===== src/rtl/dbus_req_skid_queue.sv =====
// Data-bus request queue between the pipeline and the DCache port: kseg0/kseg1 translation on entry,
// DEPTH-entry circular FIFO with optional zero-latency bypass when empty, synchronous flush.
module dbus_req_skid_queue #(
  parameter int DATA_W = 32,
  parameter int DEPTH  = 2,
  parameter int BYPASS = 1
) (
  input  logic                           clk,
  input  logic                           reset,
  input  logic                           flush,
  input  logic                           up_valid,
  input  logic [31:0]                    up_addr,
  input  logic [2:0]                     up_size,
  input  logic [DATA_W/8-1:0]            up_strobe,
  input  logic [DATA_W-1:0]              up_data,
  output logic                           up_addr_ok,
  output logic                           down_valid,
  output logic [31:0]                    down_addr,
  output logic                           down_uncached,
  output logic [2:0]                     down_size,
  output logic [DATA_W/8-1:0]            down_strobe,
  output logic [DATA_W-1:0]              down_data,
  input  logic                           down_addr_ok,
  output logic [$clog2(DEPTH+1)-1:0]     count,
  output logic                           full,
  output logic                           empty
);

  localparam int SW = DATA_W / 8;
  localparam int CW = $clog2(DEPTH + 1);
  localparam int PW = (DEPTH > 1) ? $clog2(DEPTH) : 1;
  localparam logic BYP = (BYPASS != 0);

  typedef struct packed {
    logic [31:0]       addr;
    logic              uncached;
    logic [2:0]        size;
    logic [SW-1:0]     strobe;
    logic [DATA_W-1:0] data;
  } req_t;

  req_t          mem [DEPTH];
  req_t          up_req;
  req_t          head_req;
  req_t          down_req;
  logic [PW-1:0] head;
  logic [PW-1:0] tail;
  logic          push;
  logic          pop;
  logic          bypass_hit;
  logic          wr_en;

  function automatic logic [PW-1:0] ptr_inc(input logic [PW-1:0] p);
    return (p == PW'(DEPTH - 1)) ? '0 : p + PW'(1);
  endfunction

  // kseg0/kseg1 strip the top three bits; only kseg1 is uncached.
  always_comb begin
    up_req        = '0;
    up_req.size   = up_size;
    up_req.strobe = up_strobe;
    up_req.data   = up_data;
    if (up_addr[31:30] == 2'b10) begin
      up_req.addr     = {3'b000, up_addr[28:0]};
      up_req.uncached = up_addr[29];
    end else begin
      up_req.addr     = up_addr;
      up_req.uncached = 1'b0;
    end
  end

  assign full       = (count == CW'(DEPTH));
  assign empty      = (count == '0);
  assign up_addr_ok = up_valid & ~full & ~flush & ~reset;
  assign down_valid = ~flush & ~reset & (~empty | (BYP & up_valid));
  assign push       = up_valid & up_addr_ok;
  assign pop        = down_valid & down_addr_ok & ~empty;
  assign bypass_hit = BYP & empty & up_valid & down_addr_ok & ~flush;
  assign wr_en      = push & ~bypass_hit;
  assign head_req   = mem[head];

  always_comb begin
    down_req = '0;
    if (down_valid) down_req = empty ? up_req : head_req;
  end

  assign down_addr     = down_req.addr;
  assign down_uncached = down_req.uncached;
  assign down_size     = down_req.size;
  assign down_strobe   = down_req.strobe;
  assign down_data     = down_req.data;

  always_ff @(posedge clk or posedge reset) begin
    if (reset) begin
      head  <= '0;
      tail  <= '0;
      count <= '0;
    end else if (flush) begin
      head  <= '0;
      tail  <= '0;
      count <= '0;
    end else begin
      if (wr_en) tail <= ptr_inc(tail);
      if (pop)   head <= ptr_inc(head);
      if (wr_en && !pop)      count <= count + CW'(1);
      else if (pop && !wr_en) count <= count - CW'(1);
    end
  end

  // Payload has no reset; pointers and count alone define validity.
  always_ff @(posedge clk) begin
    if (wr_en) mem[tail] <= up_req;
  end

endmodule


===== config.mk =====
export PLATFORM = sky130hd
export DESIGN_NAME = dbus_req_skid_queue
export DESIGN_NICKNAME = d
export VERILOG_FILES = /design/src/rtl/dbus_req_skid_queue.sv
export SDC_FILE = /design/constraint.sdc
export NUM_CORES = 1
export LEC_CHECK = 0
export CAP_MARGIN = 20
export CORE_ASPECT_RATIO = 0.8
export CORE_MARGIN = 8
export CORE_UTILIZATION = 50
export CTS_CLUSTER_SIZE = 28
export DETAILED_ROUTE_END_ITERATION = 10
export MAX_ROUTING_LAYER = met4
export PLACE_DENSITY = 0.82
export SKIP_LAST_GASP = 1
export SLEW_MARGIN = 20
export SYNTH_ARGS = -nofsm -noshare
export SYNTH_HDL_FRONTEND = slang
export SYNTH_SLANG_ARGS = --single-unit

===== constraint.sdc =====
create_clock -name clk -period 6.9 [get_ports clk]
set_input_delay 1.38 -clock clk [delete_from_list [all_inputs] [get_ports clk]]
set_output_delay 1.38 -clock clk [all_outputs]
set_load 0.01 [all_outputs]

# Yosys cells after proc, flatten, opt, wreduce, memory -nomap -nowiden
# Memories as Yosys holds them, arrays and structs flattened.
# Cells that the tools add are included.
# op_classes
n_eq_ne	2
muxes	14
bitwise	18
n_reduce_logical	8
add_sub_neg	4
# op_table
cell	n
two-way mux 72 bit	2
two-way mux 33 bit	1
AND 1 bit	12
two-way mux 1 bit	8
two-way mux 2 bit	3
inverter 1 bit	5
== test 2 bit, second input constant	2
nonzero test 2 bit	2
nonzero test 3 bit	1
adder 1 bit, second input constant	2
adder 2 x 1 -> 2 bit, second input constant	1
logical AND 1 bit	2
zero test 1 bit	2
zero test 2 bit	1
subtractor 2 x 1 -> 2 bit, second input constant	1
OR 1 bit	1
# word_totals
in_bits	76
ram_bits	144
memories	1
regBits	4
# mem_list
name	depth	word_bits	rd	rd_ports_with_merged_regs	write_ports	line_no	source
mem	2	72	1	0	1	42	req_t mem [DEPTH];

# Depth between registers and ports, before layout
# logic_depth
depth_word	12
ltp_mapped	6

# Worst setup path before layout
# Ideal clock, no wire load.
# synth_path
path_kind	input to register
startpoint	in reset
endpoint	mem mem[0][0] (netlist bit) (enable)
slack_ps	1465
setup_time_ps	503
arrival_time_ps	4932
path_stages	4
path_buffers	1
required_time_ps	6397
cell_sequence	nor2_2 -> buf_4 -> o211ai_1 -> nor2_1
# synth_between
elab_chain_cells	6
# synth_rtl
item	line_no	source
start: declaration	9	input logic reset,
inverter 1 bit	74	assign up_addr_ok = up_valid & ~full & ~flush & ~reset;
AND 1 bit	74	
AND 1 bit	76	assign push = up_valid & up_addr_ok;
AND 1 bit	79	assign wr_en = push & ~bypass_hit;
two-way mux 1 bit	112	if (wr_en) mem[tail] <= up_req;
two-way mux 1 bit (implied by the code)	112	
end: declaration	42	
# No other way between the ends.

# Worst setup path in the final report
# layout_path
startpoint	in reset
endpoint	out down_addr[16]
# layout_between
elab_chain_cells	4
# layout_rtl
item	line_no	source
inverter 1 bit	75	assign down_valid = ~flush & ~reset & (~empty | (BYP & up_valid));
AND 1 bit (2 in a row)	75	
two-way mux 72 bit	84	if (down_valid) down_req = empty ? up_req : head_req;
end: declaration	18	output logic [31:0] down_addr,
# No other way between the ends.

==> insert_results.sql <==
INSERT INTO impl_metrics (metric_group, metric, value, unit) VALUES
('placed_design', 'place_congestion', '0.776', ''),
('synthesis', 'ys_warn_count', '0', ''),
('die', 'die_w', '147', 'um'),
('synthesis', 'post_synth_inst_count', '440', ''),
('global_routing', 'grt_pass1_vias', '4515', ''),
('clock_network', 'cts_resized', '0', ''),
('cells_and_area', 'antenna_cells_inserted', '0', ''),
('hold_path', 'hold_path.startpoint', 'tail', ''),
('route', 'ant_nets', '0', ''),
('timing', 'fin_setup_tns', '0', 'ps'),
('critical_path', 'worstPathMaxFanout', '32', ''),
('clock_network', 'cts_post_setup_buffers_inserted', '0', ''),
('global_routing', 'grt_start_max_net_pins', '56', ''),
('synthesis', 'seq_area_frac_synth', '0.648', ''),
('timing', 'setup_violations', '0', ''),
('timing', 'finalMaxSlewViolations', '0', ''),
('cells_and_area', 'final_core_utilization', '0.662', ''),
('synthesis', 'syn-cell-area', '0.00683', 'mm2'),
('die', 'placementRows', '38', ''),
('die', 'floorplan.initialDensity', '0.507', ''),
('cells_and_area', 'nets', '658', ''),
('route', 'drt_pass1_iterations', '4', ''),
('critical_path', 'critical_path.reg2reg.startpoint', 'count[1]', ''),
('power_and_ir_drop', 'power', '2000', 'uW'),
('cells_and_area', 'final_layout_size_suffix_gt1_frac', '0.173', ''),
('synthesis', 'yosys_register_bits', '148', ''),
('die', 'die_height', '121', 'um'),
('synthesis', 'synthDistinctLibCells', '28', ''),
('power_and_ir_drop', 'power.ir.vdd_worst', '0.146', 'mV'),
('power_and_ir_drop', 'p_per_area', '224', 'mW/mm2'),
('clock_network', 'cts_root_buf', 'sky130_fd_sc_hd__clkbuf_16', ''),
('critical_path', 'crit_path_end_kind', 'primary output', ''),
('clock_network', 'clk_latency', '410', 'ps'),
('critical_path', 'criticalPathCategory', 'primary input to primary output', ''),
('hold_path', 'hold_path_depth', '1', ''),
('power_and_ir_drop', 'share_clk_of_total_power', '0.400', ''),
('die', 'placeable_core_region', '0.0135', 'mm2'),
('timing', 'period_share', '0.788', ''),
('critical_path', 'worstPathRequired', '5520', 'ps'),
('global_routing', 'gr-usage-met2', '0.278', ''),
('clock_network', 'cts-buffers-inserted', '17', ''),
('power_and_ir_drop', 'switch_pwr', '452', 'uW'),
('critical_path', 'startpoint_type', 'primary input', ''),
('route', 'route.final.wire_length', '15200', 'um'),
('global_routing', 'grt_overflow', '0', ''),
('run_status', 'outcome', 'finished clean', ''),
('synthesis', 'syn_area_per_cell', '15.5', 'um2'),
('power_and_ir_drop', 'pwr-share-seq', '0.505', ''),
('timing', 'rsz0062_at_grt', 'no', ''),
('placed_design', 'dpl.hpwl', '9870', 'um'),
('power_and_ir_drop', 'p_leak', '0.00271', 'uW'),
('power_and_ir_drop', 'pwr-share-comb', '0.095', ''),
('cells_and_area', 'layout-area-overhead-vs-synth', '30.4', '%'),
('critical_path', 'crit_arrival', '4060', 'ps'),
('die', 'io-pin-count', '154', ''),
('route', 'viasPerCell', '5.57', ''),
('power_and_ir_drop', 'intPower', '1540', 'uW'),
('placed_design', 'io_buffers', '153', ''),
('timing', 'period_needed', '5440', 'ps'),
('timing', 'timing.max_slew.rel_slack', '0.433', ''),
('hold_path', 'hold_path.class', 'register to register', ''),
('timing', 'hold_viol', '0', ''),
('route', 'wire_per_inst', '19.7', 'um'),
('global_routing', 'grt_usage', '0.179', ''),
('clock_network', 'cts_htree_levels', '4', ''),
('cells_and_area', 'final_common_cell', 'sky130_fd_sc_hd__clkdlybuf4s50_1', ''),
('route', 'drcViolationCount', '0', ''),
('critical_path', 'critical_path.reg2reg.endpoint', 'mem[1][6]', ''),
('global_routing', 'number_of_antenna_violations_at_the_first_check_in_global_routing', '0', ''),
('clock_network', 'clkTransAtPathRegs', '50', 'ps'),
('power_and_ir_drop', 'power.share.switching', '0.226', '');
[per-stage QoR]
stage / instances / area, um2 / hold slack [ps] / worst slack, ps
after detailed placement: 743 / 8380 / 566 / 1460
after global placement: 743 / 8380 / 541 / 1510
after global routing: 775 / 8900 / 607 / 1350
final: 775 / 8900 / 568 / 1460
after CTS: 775 / 8900 / 578 / 1460
after floorplan: 440 / 6830 / 469 / 1470
[critical path: stages]
cell	delay [ps]
sky130_fd_sc_hd__clkdlybuf4s50_1	520
sky130_fd_sc_hd__nor2_4	610
sky130_fd_sc_hd__buf_4	490
sky130_fd_sc_hd__a21oi_1	140
sky130_fd_sc_hd__a211oi_1	300
sky130_fd_sc_hd__clkdlybuf4s50_1	600
[synth_stat cells]
cell type	n	area, um2
sky130_fd_sc_hd__buf_6	12	135
sky130_fd_sc_hd__a211oi_1	16	120
sky130_fd_sc_hd__clkbuf_1	3	11.3
sky130_fd_sc_hd__buf_4	12	90.1
sky130_fd_sc_hd__nand2_1	2	7.51
sky130_fd_sc_hd__and2_1	2	12.5
sky130_fd_sc_hd__nand3_1	1	5.00
sky130_fd_sc_hd__nor2b_1	2	12.5
sky130_fd_sc_hd__o32ai_1	1	8.76
sky130_fd_sc_hd__or2_1	1	6.26
sky130_fd_sc_hd__a22oi_1	1	7.51
sky130_fd_sc_hd__a31oi_1	1	6.26
sky130_fd_sc_hd__and3b_1	1	8.76
sky130_fd_sc_hd__nor2_1	22	82.6
sky130_fd_sc_hd__nor2_2	1	6.26
sky130_fd_sc_hd__inv_1	4	15.0
sky130_fd_sc_hd__o211ai_1	2	15.0
sky130_fd_sc_hd__o21ai_4	1	16.3
sky130_fd_sc_hd__dfrtp_1	4	100
sky130_fd_sc_hd__edfxtp_1	144	4320
sky130_fd_sc_hd__buf_2	13	65.1
sky130_fd_sc_hd__o211a_1	1	10.0
sky130_fd_sc_hd__inv_2	1	3.75
sky130_fd_sc_hd__o21ai_0	1	5.00
sky130_fd_sc_hd__a211oi_2	56	701
sky130_fd_sc_hd__mux2i_1	74	741
sky130_fd_sc_hd__a21oi_1	56	280
sky130_fd_sc_hd__nand2b_1	5	31.3
[logic make-up (layout without fill, tap and decap cells)]
logic type             count (synthesis)  in the layout  synth area share
AOI/OAI and AO/OA                    136            136             0.171
buffers and inverters                 45            200            0.0469
DFF                                  148            148             0.648
muxes                                 74             74             0.108
and+or+nand+nor                       37             37            0.0253
[flip-flops by register name, indices dropped and copies added (netlist names)]
register and flops:
count 2, head 1, tail 1, mem 144
[metal layers]
layer,vias up,routed length [um]
li1,2031,-
met1,2151,7030
met2,120,7390
met3,17,602
met4,0,214
met5,-,0
[cell type report]
| type | count | area, um2 |
|---|---|---|
| Clock buffer | 17 | 425 |
| Clock inverter | 15 | 93.8 |
| Fill cell | 937 | 4550 |
| Inverter | 5 | 18.8 |
| Multi-Input combinational cell | 247 | 2110 |
| Sequential cell | 148 | 4430 |
| Tap cell | 180 | 225 |
| Timing Repair Buffer | 163 | 1610 |
[power groups by stage]
| stage | logic (uW) | registers [uW] | clock network (uW) |
|---|---|---|---|
| after floorplan | 97.9 | 1020 | 0 |
| after global placement | 185 | 1020 | 0 |
| after detailed placement | 191 | 1030 | 0 |
| after CTS | 192 | 1010 | 815 |
| after global routing | 204 | 1010 | 846 |
| final | 190 | 1010 | 798 |
[worst max path at each step]
stage / startpoint / endpoint / slack (ps) / cells past startpoint
2_1_floorplan: reset / mem[0][0] / 1470 / 4
3_3_place_gp: reset / down_addr[18] / 1510 / 6
3_5_place_dp: reset / down_addr[17] / 1460 / 6
4_1_cts: reset / down_addr[17] / 1460 / 6
5_1_grt: reset / down_addr[27] / 1350 / 6
6_report: reset / down_addr[16] / 1460 / 6
(Power assumes the default switching activity.)
